<file path="src/rtl/qu_pkg.sv">
`default_nettype none
// ============================================================================
// Module      : qu_pkg
// Description : Shared RV32I decode constants, format enum and the decoded
//               instruction record carried through the decode pipeline.
//               Optional feature macro: QU_RV32M_EN (M-extension decode).
// Revision    : 1.0 - initial release
// ============================================================================
package qu_pkg;

    // Major opcodes (instr[6:0])
    localparam logic [6:0] LOAD_OPCODE     = 7'b0000011;
    localparam logic [6:0] MISC_MEM_OPCODE = 7'b0001111;
    localparam logic [6:0] OP_IMM_OPCODE   = 7'b0010011;
    localparam logic [6:0] AUIPC_OPCODE    = 7'b0010111;
    localparam logic [6:0] STORE_OPCODE    = 7'b0100011;
    localparam logic [6:0] OP_OPCODE       = 7'b0110011;
    localparam logic [6:0] LUI_OPCODE      = 7'b0110111;
    localparam logic [6:0] BRANCH_OPCODE   = 7'b1100011;
    localparam logic [6:0] JALR_OPCODE     = 7'b1100111;
    localparam logic [6:0] JAL_OPCODE      = 7'b1101111;
    localparam logic [6:0] SYSTEM_OPCODE   = 7'b1110011;

    // Short aliases for the memory and branch opcodes
    localparam logic [6:0] OPC_LOAD   = LOAD_OPCODE;
    localparam logic [6:0] OPC_STORE  = STORE_OPCODE;
    localparam logic [6:0] OPC_BRANCH = BRANCH_OPCODE;

    // funct7 values
    localparam logic [6:0] FUNCT7_BASE   = 7'b0000000;
    localparam logic [6:0] FUNCT7_ALT    = 7'b0100000;
    localparam logic [6:0] FUNCT7_MULDIV = 7'b0000001;

    typedef enum logic [2:0] {
        FMT_R = 3'd0,
        FMT_I = 3'd1,
        FMT_S = 3'd2,
        FMT_B = 3'd3,
        FMT_U = 3'd4,
        FMT_J = 3'd5
    } instr_fmt_t;

    // Immediate is kept at 32 bits here; the top sign-extends it to XLEN.
    typedef struct packed {
        logic [6:0]  opcode;
        logic [2:0]  funct3;
        logic [6:0]  funct7;
        logic [4:0]  rd;
        logic [4:0]  rs1;
        logic [4:0]  rs2;
        logic [31:0] imm;
        instr_fmt_t  fmt;
        logic        illegal;
        logic        is_mul;
    } decoded_instr_t;

endpackage
`default_nettype wire

</file>
<file path="src/rtl/qu_decode_comb.sv">
`default_nettype none
// ============================================================================
// Module      : qu_decode_comb
// Description : Combinational RV32I field split, immediate generation,
//               format classification and illegal-encoding detection.
//               Optional feature macro: QU_RV32M_EN (funct7 0000001 on OP
//               decodes as a legal M-extension op).
// Revision    : 1.0 - initial release
// ============================================================================
module qu_decode_comb
    import qu_pkg::*;
(
    input  logic [31:0]    i_instr,
    output decoded_instr_t o_dec
);

    logic [31:0] w_imm_i;
    logic [31:0] w_imm_s;
    logic [31:0] w_imm_b;
    logic [31:0] w_imm_u;
    logic [31:0] w_imm_j;
    logic [2:0]  w_f3;
    logic [6:0]  w_f7;

    assign w_f3    = i_instr[14:12];
    assign w_f7    = i_instr[31:25];
    assign w_imm_i = {{20{i_instr[31]}}, i_instr[31:20]};
    assign w_imm_s = {{20{i_instr[31]}}, i_instr[31:25], i_instr[11:7]};
    assign w_imm_b = {{19{i_instr[31]}}, i_instr[31], i_instr[7], i_instr[30:25], i_instr[11:8], 1'b0};
    assign w_imm_u = {i_instr[31:12], 12'b0};
    assign w_imm_j = {{11{i_instr[31]}}, i_instr[31], i_instr[19:12], i_instr[20], i_instr[30:21], 1'b0};

    // Field split plus per-opcode format, immediate and legality
    always_comb begin
        o_dec         = '0;
        o_dec.opcode  = i_instr[6:0];
        o_dec.funct3  = w_f3;
        o_dec.funct7  = w_f7;
        o_dec.rd      = i_instr[11:7];
        o_dec.rs1     = i_instr[19:15];
        o_dec.rs2     = i_instr[24:20];
        o_dec.imm     = '0;
        o_dec.fmt     = FMT_R;
        o_dec.illegal = 1'b0;
        o_dec.is_mul  = 1'b0;

        case (i_instr[6:0])
            OPC_LOAD: begin
                o_dec.fmt     = FMT_I;
                o_dec.imm     = w_imm_i;
                o_dec.illegal = (w_f3 == 3'b011) || (w_f3 == 3'b110) || (w_f3 == 3'b111);
            end
            MISC_MEM_OPCODE: begin
                o_dec.fmt     = FMT_I;
                o_dec.imm     = w_imm_i;
                o_dec.illegal = (w_f3 > 3'b001);
            end
            OP_IMM_OPCODE: begin
                o_dec.fmt = FMT_I;
                o_dec.imm = w_imm_i;
                // Shift-immediates reuse the upper imm bits as funct7
                if (w_f3 == 3'b001) begin
                    o_dec.illegal = (w_f7 != FUNCT7_BASE);
                end else if (w_f3 == 3'b101) begin
                    o_dec.illegal = (w_f7 != FUNCT7_BASE) && (w_f7 != FUNCT7_ALT);
                end
            end
            JALR_OPCODE: begin
                o_dec.fmt     = FMT_I;
                o_dec.imm     = w_imm_i;
                o_dec.illegal = (w_f3 != 3'b000);
            end
            SYSTEM_OPCODE: begin
                o_dec.fmt = FMT_I;
                o_dec.imm = w_imm_i;
                // funct3 000 only encodes ECALL (0) and EBREAK (1)
                if (w_f3 == 3'b100) begin
                    o_dec.illegal = 1'b1;
                end else if (w_f3 == 3'b000) begin
                    o_dec.illegal = (i_instr[31:20] > 12'd1);
                end
            end
            OPC_STORE: begin
                o_dec.fmt     = FMT_S;
                o_dec.imm     = w_imm_s;
                o_dec.illegal = (w_f3 > 3'b010);
            end
            OPC_BRANCH: begin
                o_dec.fmt     = FMT_B;
                o_dec.imm     = w_imm_b;
                o_dec.illegal = (w_f3 == 3'b010) || (w_f3 == 3'b011);
            end
            LUI_OPCODE, AUIPC_OPCODE: begin
                o_dec.fmt = FMT_U;
                o_dec.imm = w_imm_u;
            end
            JAL_OPCODE: begin
                o_dec.fmt = FMT_J;
                o_dec.imm = w_imm_j;
            end
            OP_OPCODE: begin
                o_dec.fmt = FMT_R;
                if (w_f7 == FUNCT7_BASE) begin
                    o_dec.illegal = 1'b0;
                end else if ((w_f7 == FUNCT7_ALT) && ((w_f3 == 3'b000) || (w_f3 == 3'b101))) begin
                    o_dec.illegal = 1'b0;
`ifdef QU_RV32M_EN
                end else if (w_f7 == FUNCT7_MULDIV) begin
                    o_dec.is_mul  = 1'b1;
`endif
                end else begin
                    o_dec.illegal = 1'b1;
                end
            end
            default: begin
                o_dec.illegal = 1'b1;
            end
        endcase

        // Compressed / non-32-bit encodings are never accepted
        if (i_instr[1:0] != 2'b11) begin
            o_dec.illegal = 1'b1;
        end
    end

endmodule
`default_nettype wire

</file>
<file path="src/rtl/qu_decoder.sv">
`default_nettype none
// ============================================================================
// Module      : qu_decoder
// Description : Registered RV32I decode stage with valid/ready handshakes,
//               a main output register plus one skid register, and a
//               synchronous flush for branch redirect.
//               Optional feature macro: QU_RV32M_EN (M-extension decode).
// Revision    : 1.0 - initial release
// ============================================================================
module qu_decoder
    import qu_pkg::*;
#(
    parameter int XLEN       = 32,
    parameter int ADDR_WIDTH = 32
) (
    input  logic                  clk,
    input  logic                  rst,
    input  logic                  flush,
    input  logic                  in_valid,
    output logic                  in_ready,
    input  logic [31:0]           in_instr,
    input  logic [ADDR_WIDTH-1:0] in_pc,
    output logic                  out_valid,
    input  logic                  out_ready,
    output logic [ADDR_WIDTH-1:0] out_pc,
    output logic [6:0]            out_opcode,
    output logic [2:0]            out_funct3,
    output logic [6:0]            out_funct7,
    output logic [4:0]            out_rd,
    output logic [4:0]            out_rs1,
    output logic [4:0]            out_rs2,
    output logic [XLEN-1:0]       out_imm,
    output logic [2:0]            out_fmt,
    output logic                  out_illegal,
    output logic                  out_is_mul
);

    decoded_instr_t        w_dec;
    logic                  w_accept;
    logic                  w_consume;

    logic                  r_main_valid;
    decoded_instr_t        r_main_dec;
    logic [ADDR_WIDTH-1:0] r_main_pc;
    logic                  r_skid_valid;
    decoded_instr_t        r_skid_dec;
    logic [ADDR_WIDTH-1:0] r_skid_pc;

    qu_decode_comb u_decode_comb (
        .i_instr (in_instr),
        .o_dec   (w_dec)
    );

    // Ready depends only on skid occupancy, so out_ready never reaches in_ready
    assign in_ready  = !r_skid_valid;
    assign w_accept  = in_valid && in_ready;
    assign w_consume = r_main_valid && out_ready;

    // Main/skid pipeline: flush beats consume/accept, skid refills main first
    always_ff @(posedge clk) begin
        if (rst) begin
            r_main_valid <= 1'b0;
            r_main_dec   <= '0;
            r_main_pc    <= '0;
            r_skid_valid <= 1'b0;
            r_skid_dec   <= '0;
            r_skid_pc    <= '0;
        end else if (flush) begin
            r_main_valid <= 1'b0;
            r_skid_valid <= 1'b0;
        end else if (w_consume) begin
            if (r_skid_valid) begin
                r_main_dec   <= r_skid_dec;
                r_main_pc    <= r_skid_pc;
                r_skid_valid <= 1'b0;
            end else if (w_accept) begin
                r_main_dec   <= w_dec;
                r_main_pc    <= in_pc;
            end else begin
                r_main_valid <= 1'b0;
            end
        end else if (w_accept) begin
            if (!r_main_valid) begin
                r_main_valid <= 1'b1;
                r_main_dec   <= w_dec;
                r_main_pc    <= in_pc;
            end else begin
                r_skid_valid <= 1'b1;
                r_skid_dec   <= w_dec;
                r_skid_pc    <= in_pc;
            end
        end
    end

    assign out_valid   = r_main_valid;
    assign out_pc      = r_main_pc;
    assign out_opcode  = r_main_dec.opcode;
    assign out_funct3  = r_main_dec.funct3;
    assign out_funct7  = r_main_dec.funct7;
    assign out_rd      = r_main_dec.rd;
    assign out_rs1     = r_main_dec.rs1;
    assign out_rs2     = r_main_dec.rs2;
    assign out_fmt     = r_main_dec.fmt;
    assign out_illegal = r_main_dec.illegal;
    assign out_is_mul  = r_main_dec.is_mul;

    generate
        if (XLEN > 32) begin : g_imm_ext
            assign out_imm = {{(XLEN-32){r_main_dec.imm[31]}}, r_main_dec.imm};
        end else begin : g_imm_direct
            assign out_imm = r_main_dec.imm;
        end
    endgenerate

endmodule
`default_nettype wire

</file>
<file path="config.mk">
export PLATFORM = sky130hd
export DESIGN_NAME = qu_decoder
export DESIGN_NICKNAME = d
export VERILOG_FILES = /design/src/rtl/qu_pkg.sv /design/src/rtl/qu_decode_comb.sv /design/src/rtl/qu_decoder.sv
export SDC_FILE = /design/constraint.sdc
export NUM_CORES = 1
export LEC_CHECK = 0
export ABC_CLOCK_PERIOD_IN_PS = 2200
export CORE_ASPECT_RATIO = 1.5
export CORE_UTILIZATION = 45
export CTS_BUF_LIST = sky130_fd_sc_hd__clkbuf_8 sky130_fd_sc_hd__clkbuf_16
export CTS_CLUSTER_DIAMETER = 80
export DETAILED_ROUTE_END_ITERATION = 10
export PLACE_DENSITY_LB_ADDON = 0.08
export SLEW_MARGIN = 20
export SYNTH_ARGS = -nofsm -noshare
export SYNTH_HDL_FRONTEND = slang
export SYNTH_HIERARCHICAL = 1
export SYNTH_SLANG_ARGS = --single-unit
</file>
<file path="constraint.sdc">
create_clock -name clk -period 2.2 [get_ports clk]
set_clock_uncertainty 0.15 [all_clocks]
set_input_delay 0.44 -clock clk [delete_from_list [all_inputs] [get_ports clk]]
set_output_delay 0.44 -clock clk [all_outputs]
set_load 0.05 [all_outputs]
</file>
==> out/qor.tcl <==
set qor(via_count) 8490
set qor(drc) 0
set qor(yosys-top-cells-area) {sky130_fd_sc_hd__dfxtp_1 46%, sky130_fd_sc_hd__nand2_1 18%, sky130_fd_sc_hd__a311oi_1 10%, sky130_fd_sc_hd__a21oi_1 6.4%, sky130_fd_sc_hd__nor2_1 4.7%}
set qor(final-setup-viol-count) 0
set qor(met3_routed_wirelength_mm) 1.303
set qor(worst-slew-pin-transition_ns) 0.5699
set qor(final-max-slew-violation-count) 0
set qor(synth_enable_flop_cells) 0
set qor(topRoutingLayerUsed) {met5}
set qor(placedInstanceArea_um2) 11070
set qor(grt.overflow.total) 0
set qor(cts.reportedPaths.clkPinSlew_ns) 0.06
set qor(netlist_area_um2) 8860
set qor(ioPinCount) 172
set qor(place_worst_setup_slack_ns) -0.5287
set qor(cts_max_level) 1
set qor(power_density_nw_per_um2) 744.7
set qor(finalWeightedCongestion) 0.8610
set qor(dr_vias_cell) 5.353
set qor(layoutNonFillerInstCount) 1586
set qor(drive_gt1_frac) 0.1286
set qor(drt_first_iter_violations) 745
set qor(startpoint_type_of_the_worst_setup_path) {input pin}
set qor(asyncSetResetFlopFracSynth) 0
set qor(crit_arrival_ns) 2.36
set qor(clk_latency_worst_skew_pair_ns) 0.49
set qor(yosysWarnings) 6
set qor(wl_per_cell_um) 16.58
set qor(worst_path_largest_cell_delay_ns) 0.52
set qor(core_ar_um2) 19240
set qor(min-delay-path-class) {input pin to flop}
set qor(tritoncts_clock_tree) {yes}
set qor(drt_pass_1_iters) 7
set qor(power.static_leakage_nw) 4.687
set qor(power.ir.vdd_worst_v) 0.0005274
set qor(setup-tns-final_ns) 0
set qor(fraction_of_the_core_area_covered_by_cells_at_the_end_of_the_flow) 0.6041
set qor(hold-worst-slack_ns) 0.1719
set qor(initial_antenna_violation_count) 1
set qor(number_of_buffer_cells_added_on_primary_ports) 171
set qor(run_status) {finished clean}
set qor(ant_nets) 0
set qor(cts_max_path_buffers) 3
set qor(cts_hold_buffers) 0
set qor(met2_routed_length_mm) 13.49
set qor(post-dp-hpwl_mm) 17.75
set qor(grt_setup_unrepaired) {no}
set qor(num-nets-final) 1386
set qor(hold_viol_final) 0
set qor(antenna_cells_inserted) 0
set qor(total_power_mw) 8.654
set qor(syn_nets) 1232
set qor(area_growth_syn_to_layout_pct) 31.17
set qor(chipHeight_um) 173.9
set qor(design.die.area_um2) 20260
set qor(min_period_over_period) 0.9725
set qor(globalRouteTotalUtil) 0.2584
set qor(synth.cells.most_frequent) {414 x sky130_fd_sc_hd__nand2_1, 204 x sky130_fd_sc_hd__dfxtp_1, 113 x sky130_fd_sc_hd__a21oi_1, 111 x sky130_fd_sc_hd__nor2_1, 101 x sky130_fd_sc_hd__a311oi_1}
set qor(reg2reg_slack_ns) 0.24
set qor(endpoint_kind) {flop}
set qor(netlist_instances) 1163
set qor(grt_pass1_vias) 7920
set qor(synth.largest_area_cell) {sky130_fd_sc_hd__dfxtp_1}
set qor(dp.cells) 1551
set qor(synth_top_cell_area_share) 0.4610
set qor(path_class) {input pin to flop}
set qor(max_clock_freq_mhz) 467.4
set qor(synth.lib_cells_used.distinct) 46
set qor(clock-root-buffer) {sky130_fd_sc_hd__clkbuf_16}
set qor(synth.avg_cell_area_um2) 7.618
set qor(max_slew_margin) 0.6216
set qor(synth_seq_area_share) 0.4610
set qor(crit_required_ns) 2.42
set qor(finalWirelength_mm) 26.29
set qor(crit_family) {simple AND/OR/NAND/NOR gates}
set qor(min_period_ns) 2.139
set qor(grt_start_max_net_pins) 67
set qor(synthFlopType) {sky130_fd_sc_hd__dfxtp_1}
set qor(floorplan_row_count) 62
set qor(clock_sink_count) 204
set qor(critical_path.n_buffers_inverters) 1
set qor(final_critical_path_setup_slack_ns) 0.06052
set qor(ys_ff_latch) 204
set qor(die_width_um) 116.6
set qor(cts_buffers) 20
set qor(max_cap_violations) 0
set qor(timing.critical_path.cells) {clkdlybuf4s50_1, nor4_1, nand4_1, and4b_1, or4_1, nand2_1, a311oi_1}
set qor(yosysMostFrequentCell) {sky130_fd_sc_hd__nand2_1}
set qor(grt_first_pass_wirelength_mm) 41.47
set qor(initial_utilization) 0.4605
set qor(timing.critical_path.fanout_max) 2
set qor(crit_path_top_delay_cell) {sky130_fd_sc_hd__or4_1}
set qor(detail_route.wirelength.met1_mm) 10.88
set qor(final_design_area_no_fill_um2) 11620
-- worst register-to-register path, cell delays in order, from the launching register on --
cell	delay, ns
sky130_fd_sc_hd__dfxtp_1	0.39
sky130_fd_sc_hd__or2_1	0.28
sky130_fd_sc_hd__a211oi_4	0.30
sky130_fd_sc_hd__buf_12	0.23
sky130_fd_sc_hd__buf_12	0.19
sky130_fd_sc_hd__nor2_1	0.07
sky130_fd_sc_hd__a311oi_1	0.26
-- layer usage --
metal	GRT usage	up-vias
li1	-	4210
met4	0.07489	2
met3	0.03916	38
met1	0.3126	4020
met2	0.4628	220
met5	0	-
-- registers in the layout, summed over array words and instances (netlist names), 3 cells and up --
signal,flops
out_funct7,7
out_rs2,5
out_rd,5
out_pc,32
out_imm,32
out_fmt,3
out_rs1,5
out_opcode,7
out_funct3,3
r_skid_dec,69
r_skid_pc,32
-- kinds of logic (layout without fill, tap and decap cells) --
logic type	Yosys count	in the layout	synth area share
flops	204	204	0.4610
other cells	1	1	0.0004233
xor+xnor	1	1	0.0009887
fa+ha+maj	1	1	0.001271
simple gates	561	561	0.2521
buf+inv	137	304	0.08233
compound gates	258	258	0.2019
-- layout by cell type (no fill, tap or decap), drive strengths merged, types with 2 or more instances in the layout --
master           n
o21ai            9
clkbuf          26
buf            126
dfxtp          204
a21o            21
or4              2
o2111ai          2
and3             3
inv             11
dlygate4sd2     72
nor3             4
a22o             5
a311oi         101
or2              2
nand3            2
and2             9
nor4             4
clkdlybuf4s50   62
nand2          414
a21oi          114
dlymetal6s2s     4
clkinv           3
nand4            2
nor2           112
-- report_power, final --
| part | total [mW] | leakage (nW) | switching (mW) | internal (mW) |
|---|---|---|---|---|
| combinational | 1.44 | 2.69 | 0.935 | 0.506 |
| clock | 3.30 | 0.338 | 1.41 | 1.89 |
| sequential | 3.91 | 1.66 | 0.0780 | 3.84 |
-- timing repair --
action,in CTS,in global routing
buffers inserted,0,0
endpoints found under the setup margin,73,34
gates resized for setup,72,5
gates cloned,0,0
pin swaps,1,0
-- worst paths after layout --
check,startpoint,endpoint,cells past startpoint
worst max-delay path,in_instr[23],out_illegal$_SDFFE_PP0P_,7
worst min-delay path,rst,r_skid_dec[56]$_SDFFE_PP0P_,2
worst max register to register,r_skid_valid$_SDFFE_PP0P_,out_imm[14]$_SDFFE_PP0P_,6
worst min register to register,r_skid_dec[5]$_SDFFE_PP0P_,r_skid_dec[5]$_SDFFE_PP0P_,2
-- layout make-up --
cell class              count  area [um^2]
multi-input cells         822         4088
fillers                  1883         7617
well taps                 256        320.3
inverters                   5        21.27
repair buffers            264         2476
clock inverters             9        37.54
flip-flops and latches    204         4084
clock buffers              26        594.3
No activity file was read; power rests on OpenSTA's default activity.
